===== config.mk =====
export PLATFORM = sky130hd
export DESIGN_NAME = spiker_reader
export DESIGN_NICKNAME = d
export VERILOG_FILES = /design/src/rtl/spiker_reader.sv
export SDC_FILE = /design/constraint.sdc
export NUM_CORES = 2
export LEC_CHECK = 0
export ABC_CLOCK_PERIOD_IN_PS = 2600
export CAP_MARGIN = 20
export CORE_MARGIN = 2
export CORE_UTILIZATION = 40
export DETAILED_ROUTE_END_ITERATION = 12
export RECOVER_POWER = 25
export SYNTH_ARGS = -nofsm -noshare
export SYNTH_HDL_FRONTEND = slang
export SYNTH_SLANG_ARGS = --single-unit

===== constraint.sdc =====
create_clock -name clk_i -period 2.6 [get_ports clk_i]
set_input_delay 0.78 -clock clk_i [delete_from_list [all_inputs] [get_ports clk_i]]
set_output_delay 0.78 -clock clk_i [all_outputs]
set_load 0.01 [all_outputs]

===== src/rtl/spiker_reader.sv =====
// spiker_reader: shadows the input spike vector, snapshots it on start and sequences
// N_STEPS core/writer handshakes. Optional macro SPIKER_READER_CLEAR_EN clears the shadow at run end.
module spiker_reader #(
    parameter int WIDTH    = 32,
    parameter int N_SPIKES = 784,
    parameter int N_WORDS  = 25,
    parameter int N_STEPS  = 15,
    localparam int IDX_W   = (N_WORDS > 1) ? $clog2(N_WORDS) : 1,
    localparam int STEP_W  = $clog2(N_STEPS + 1)
) (
    input  logic                clk_i,
    input  logic                rst_ni,
    input  logic                test_mode_i,
    input  logic                wr_en_i,
    input  logic [IDX_W-1:0]    wr_idx_i,
    input  logic [WIDTH-1:0]    wr_data_i,
    input  logic                start_i,
    output logic                busy_o,
    output logic [N_SPIKES-1:0] spikes_o,
    output logic                spikes_valid_o,
    input  logic                core_ready_i,
    input  logic                writer_ready_i,
    output logic                sample_o,
    output logic [STEP_W-1:0]   step_o,
    output logic                done_o
);

    typedef enum logic [2:0] {IDLE, ISSUE, WAIT_CORE, WAIT_WRITER, SAMPLE, DONE} state_t;

    state_t                   state, next_state;
    logic [WIDTH-1:0]         shadow [N_WORDS];
    logic [N_WORDS*WIDTH-1:0] shadow_flat;
    logic                     load, valid_d, sample_d, done_d, last_step;
    logic [STEP_W-1:0]        step_d;
    logic                     unused_bits;

    assign last_step = (step_o == STEP_W'(N_STEPS - 1));

    always_comb begin
        for (int i = 0; i < N_WORDS; i++) begin
            shadow_flat[i*WIDTH +: WIDTH] = shadow[i];
        end
    end

    // Padding bits above N_SPIKES and test_mode_i are intentionally left without a consumer.
    assign unused_bits = ^{test_mode_i, shadow_flat};

    // NOTE: the shadow array is reset explicitly because its all-zero state is observable
    // (a start straight after reset must present an all-zero vector).
    always_ff @(posedge clk_i or negedge rst_ni) begin
        if (!rst_ni) begin
            for (int i = 0; i < N_WORDS; i++) begin
                shadow[i] <= '0;
            end
        end else begin
`ifdef SPIKER_READER_CLEAR_EN
            if (state == DONE) begin
                for (int i = 0; i < N_WORDS; i++) begin
                    shadow[i] <= '0;
                end
            end
`endif
            // Placed after the clear so a same-cycle write wins.
            if (wr_en_i && (int'(wr_idx_i) < N_WORDS)) begin
                shadow[wr_idx_i] <= wr_data_i;
            end
        end
    end

    // NOTE: every signal gets a default before the case so no path can infer a latch.
    always_comb begin
        next_state = state;
        load       = 1'b0;
        valid_d    = 1'b0;
        sample_d   = 1'b0;
        done_d     = 1'b0;
        step_d     = step_o;
        case (state)
            IDLE: begin
                if (start_i) begin
                    next_state = ISSUE;
                    load       = 1'b1;
                    step_d     = '0;
                end
            end
            ISSUE: begin
                next_state = WAIT_CORE;
                valid_d    = 1'b1;
            end
            WAIT_CORE: begin
                if (core_ready_i) next_state = WAIT_WRITER;
            end
            WAIT_WRITER: begin
                if (writer_ready_i) begin
                    next_state = SAMPLE;
                    sample_d   = 1'b1;
                end
            end
            SAMPLE: begin
                if (last_step) begin
                    next_state = DONE;
                    done_d     = 1'b1;
                end else begin
                    next_state = ISSUE;
                    step_d     = step_o + 1'b1;
                end
            end
            DONE:    next_state = IDLE;
            default: next_state = IDLE;
        endcase
    end

    // Strobes are registered from the decision made one state earlier, so each lands in the
    // cycle the state it announces becomes current.
    always_ff @(posedge clk_i or negedge rst_ni) begin
        if (!rst_ni) begin
            state          <= IDLE;
            busy_o         <= 1'b0;
            spikes_o       <= '0;
            spikes_valid_o <= 1'b0;
            sample_o       <= 1'b0;
            done_o         <= 1'b0;
            step_o         <= '0;
        end else begin
            state          <= next_state;
            busy_o         <= (next_state != IDLE);
            spikes_valid_o <= valid_d;
            sample_o       <= sample_d;
            done_o         <= done_d;
            step_o         <= step_d;
            if (load) spikes_o <= shadow_flat[N_SPIKES-1:0];
        end
    end

endmodule

==> summary.txt <==
Timing
  • Relative slew slack: 11.6%
  • Final number of hold-violating endpoints: 0
  • Final Max Slew Viols: 0
  • Setup tns final: 0 ns
  • Count of final setup violators: 0
  • Hold slack final: 0.435 ns
  • Tmin final: 2.55 ns
  • Clock skew: 0.0249 ns
  • Worst Tran Pin Value: 1.33 ns
  • RSZ-0062 raised after global routing: no
  • Max Freq: 0.392 GHz
  • Final worst-path cycle share: 98.1%

Global route
  • M3 GR Usage: 4.45%
  • GR Layer Usage met2: 40.9%
  • Largest net degree at the start of global routing: 89
  • Met1 usage: 34.5%
  • First-pass GRT wire length: 283 mm
  • Initial antenna violation count: 41
  • Overflow after GRT: 0
  • Vias in the first global route: 41,100
  • GRT Total Usage: 25.5%
  • Most Used Layer, Global Route: met2

Worst setup path
  • Max incr delay on CP: 0.57 ns
  • Worst Path Required: 1.82 ns
  • Critical Path End Type: output pin
  • Setup CP Type: flop to output pin
  • Worst reg2reg path depth: 5
  • CP max FO: 2
  • Worst r2r src: state[2]$_DFF_PN0_
  • Reg2reg end: spikes_o[244]$_DFFE_PN0P_
  • Crit path depth: 1
  • Slowest stage cell, crit path: clkdlybuf4s50_1
  • CP startpoint: spikes_o[475]$_DFFE_PN0P_
  • Setup slack, reg-to-reg: 0.48 ns
  • Crit path DAT: 1.77 ns
  • Setup crit start kind: flop
  • CP endpoint: spikes_o[475]
  • Critical path cell sequence: clkdlybuf4s50_1
  • Delay-heaviest family, CP: buffers and inverters
  • Bufs and invs on worst path: 1

Place
  • Placer Congestion: 0.822
  • Placed Cells: 7,796
  • # port buffers: 834
  • Hpwl dp: 131 mm
  • Area after DPL: 71,500 um2

Synthesis
  • Prevailing post-synth register cell: dfrtp_1
  • Fraction of registers with async set/reset: 100%
  • Cells after synthesis: 5,108
  • Post-Syn Area: 59,400 um2
  • Netlist cell types: 35
  • Post-synthesis sequential area ratio: 66.5%
  • Synth area leaders: dfrtp_1 (66%), nand2_1 (15%), mux2_2 (12%)
  • Most instantiated cells after synthesis: nand2_1 (2,370), dfrtp_1 (1,579), mux2_2 (644)
  • Top cell type's share of synthesized area: 66.5%
  • Mapped Nets: 5,154
  • Most frequent cell after synthesis: nand2_1
  • Number of enable flip-flop cells after synthesis: 0
  • Synthesized area per cell: 11.6 um2
  • Synth warn: 0
  • Top cell type by total area after synthesis: dfrtp_1
  • Synthesis-stage register bit count: 1,579

Die
  • Standard-cell row count: 141
  • Ports: 836
  • Die Area: 152,000 um2
  • Die span in x: 389 um
  • Initial core utilization: 40.3%
  • Die height: 389 um
  • Core footprint: 148,000 um2

Layout
  • Sequential Area: 39,600 um2
  • Finished Cell Area: 76,900 um2
  • Final Non-Filler Cells: 8,117
  • Fillers: 13,000
  • Multi-input gate area: 18,200 um2
  • Layout cells sized above 1: 20.6%
  • Net count, final: 6,088
  • Layout Area Growth over Synthesis: 29.3%

Clock tree
  • H-tree depth: 4
  • Clock root buffer: clkbuf_16
  • Worst skew pair latency: 0.80 ns
  • CTS max path bufs: 3
  • CTS tree: built
  • Clock slew at reported path FFs: 0.06 ns
  • CTS Buf Count: 163
  • CTS sink cnt: 1,579

Routing
  • Initial drt markers: 3,269
  • Routed length per instance: 23.9 um
  • DRT Pass-1 Iters: 6
  • Final WL: 194 mm
  • Antenna-violating nets left: 0
  • DR vias/cell: 5.07
  • Residual DRC: 0
  • DR vias: 41,200

Power and ir drop
  • Pwr dens: 1190 nW/um2
  • Overall power: 91.1 mW
  • Peak supply drop: 0.664 mV
  • Leak Pwr: 39.5 nW

Min path
  • Hold Path Class: flop to flop

Job
  • Max cap viols: 0

Status
  • Status: finished clean
-- sequential cells by signal (all words and copies together), names as in the netlist --
register,cells
state,3
step_o,4
done_o,1
shadow,784
busy_o,1
sample_o,1
spikes_valid_o,1
spikes_o,784
-- power by group --
group / total (mW) / switching, mW / internal [mW]
sequential: 40.1 / 7.09 / 33.0
clock: 24.4 / 9.93 / 14.5
combinational: 26.6 / 13.2 / 13.4
-- stage by stage --
stage | util (%) | setup WS (ns)
3_5_place_dp | 48.4 | -0.240
6_report | 52.0 | 0.0497
4_1_cts | 52.2 | 0.0000544
2_1_floorplan | - | 0.530
5_1_grt | 52.0 | 0.00157
3_3_place_gp | 48.4 | -0.246
-- kinds of logic (layout without fill, tap and decap cells) --
kind of cell	Yosys count	in the layout	share of synthesized area, %
and+or+nand+nor	2412	2412	15.4
DFF	1579	1579	66.5
muxes	788	788	14.9
buffers and inverters	321	1387	3.06
AOI/OAI and AO/OA	6	6	0.0568
adders and majority gates	2	2	0.0421
other	0	13	0
-- placed cells by master, fill, tap and decap left out, types with 3 or more instances in the layout --
| cell type | netlist | layout |
|---|---|---|
| dfrtp_1 | 1579 | 1494 |
| clkbuf_2 | 1 | 11 |
| clkbuf_8 | 0 | 38 |
| buf_2 | 152 | 32 |
| nand2b_1 | 4 | 4 |
| clkinvlp_4 | 0 | 4 |
| dlymetal6s2s_1 | 0 | 35 |
| nor2_1 | 10 | 4 |
| clkbuf_1 | 106 | 69 |
| inv_6 | 0 | 4 |
| mux2_1 | 140 | 140 |
| dlygate4sd2_1 | 0 | 237 |
| clkdlybuf4s50_1 | 0 | 530 |
| mux2_2 | 644 | 644 |
| nor2_4 | 0 | 6 |
| mux2i_1 | 4 | 4 |
| dfrtp_2 | 0 | 85 |
| buf_4 | 3 | 110 |
| nand2_1 | 2370 | 2361 |
| bufinv_16 | 0 | 16 |
| nor2b_1 | 5 | 3 |
| nand2_2 | 0 | 9 |
| clkbuf_4 | 0 | 4 |
| diode_2 | 0 | 13 |
| clkbuf_16 | 0 | 167 |
| buf_12 | 0 | 93 |
| clkinv_2 | 0 | 25 |
-- worst reg2reg max path: cells and delay by family (launching register included) --
family / cells / cell delay, ns
AND/OR/NAND/NOR: 3 / 0.93
buffers and inverters: 2 / 0.64
flip-flops: 1 / 0.50
-- metal layers --
| metal | vias to the layer above | wire, um |
|---|---|---|
| met5 | - | 57 |
| met4 | 10 | 8270 |
| met3 | 311 | 11600 |
| met2 | 1412 | 92000 |
| met1 | 21300 | 82000 |
| li1 | 18100 | - |
-- cell type report --
type	count	area share [%]
sequential	1579	51.6
clock buffer	241	6.29
inverter	2	0.00977
antenna	13	0.0423
timing repair buffer	1088	14.2
multi-input combinational	3208	23.7
tap	1930	3.14
clock inverter	56	1.04
-- worst min-delay path by stage --
stage,cells after the start,start,endpoint
floorplan,2,shadow[582]$_DFFE_PN0P_,spikes_o[198]$_DFFE_PN0P_
global placement,2,shadow[4]$_DFFE_PN0P_,spikes_o[772]$_DFFE_PN0P_
detailed placement,2,shadow[474]$_DFFE_PN0P_,spikes_o[346]$_DFFE_PN0P_
CTS,2,shadow[405]$_DFFE_PN0P_,spikes_o[405]$_DFFE_PN0P_
global route,2,shadow[753]$_DFFE_PN0P_,spikes_o[49]$_DFFE_PN0P_
finish,2,shadow[416]$_DFFE_PN0P_,spikes_o[352]$_DFFE_PN0P_
-- repair_timing --
item                       4_1_cts  5_1_grt
cloned                           0        0
gates resized for setup        322       34
hold buffers                     1        0
hold endpoints to repair        44        0
pin swaps                        0        0
setup endpoints to repair      283       34
setup buffers                   10        0
(Power assumes the default switching activity.)
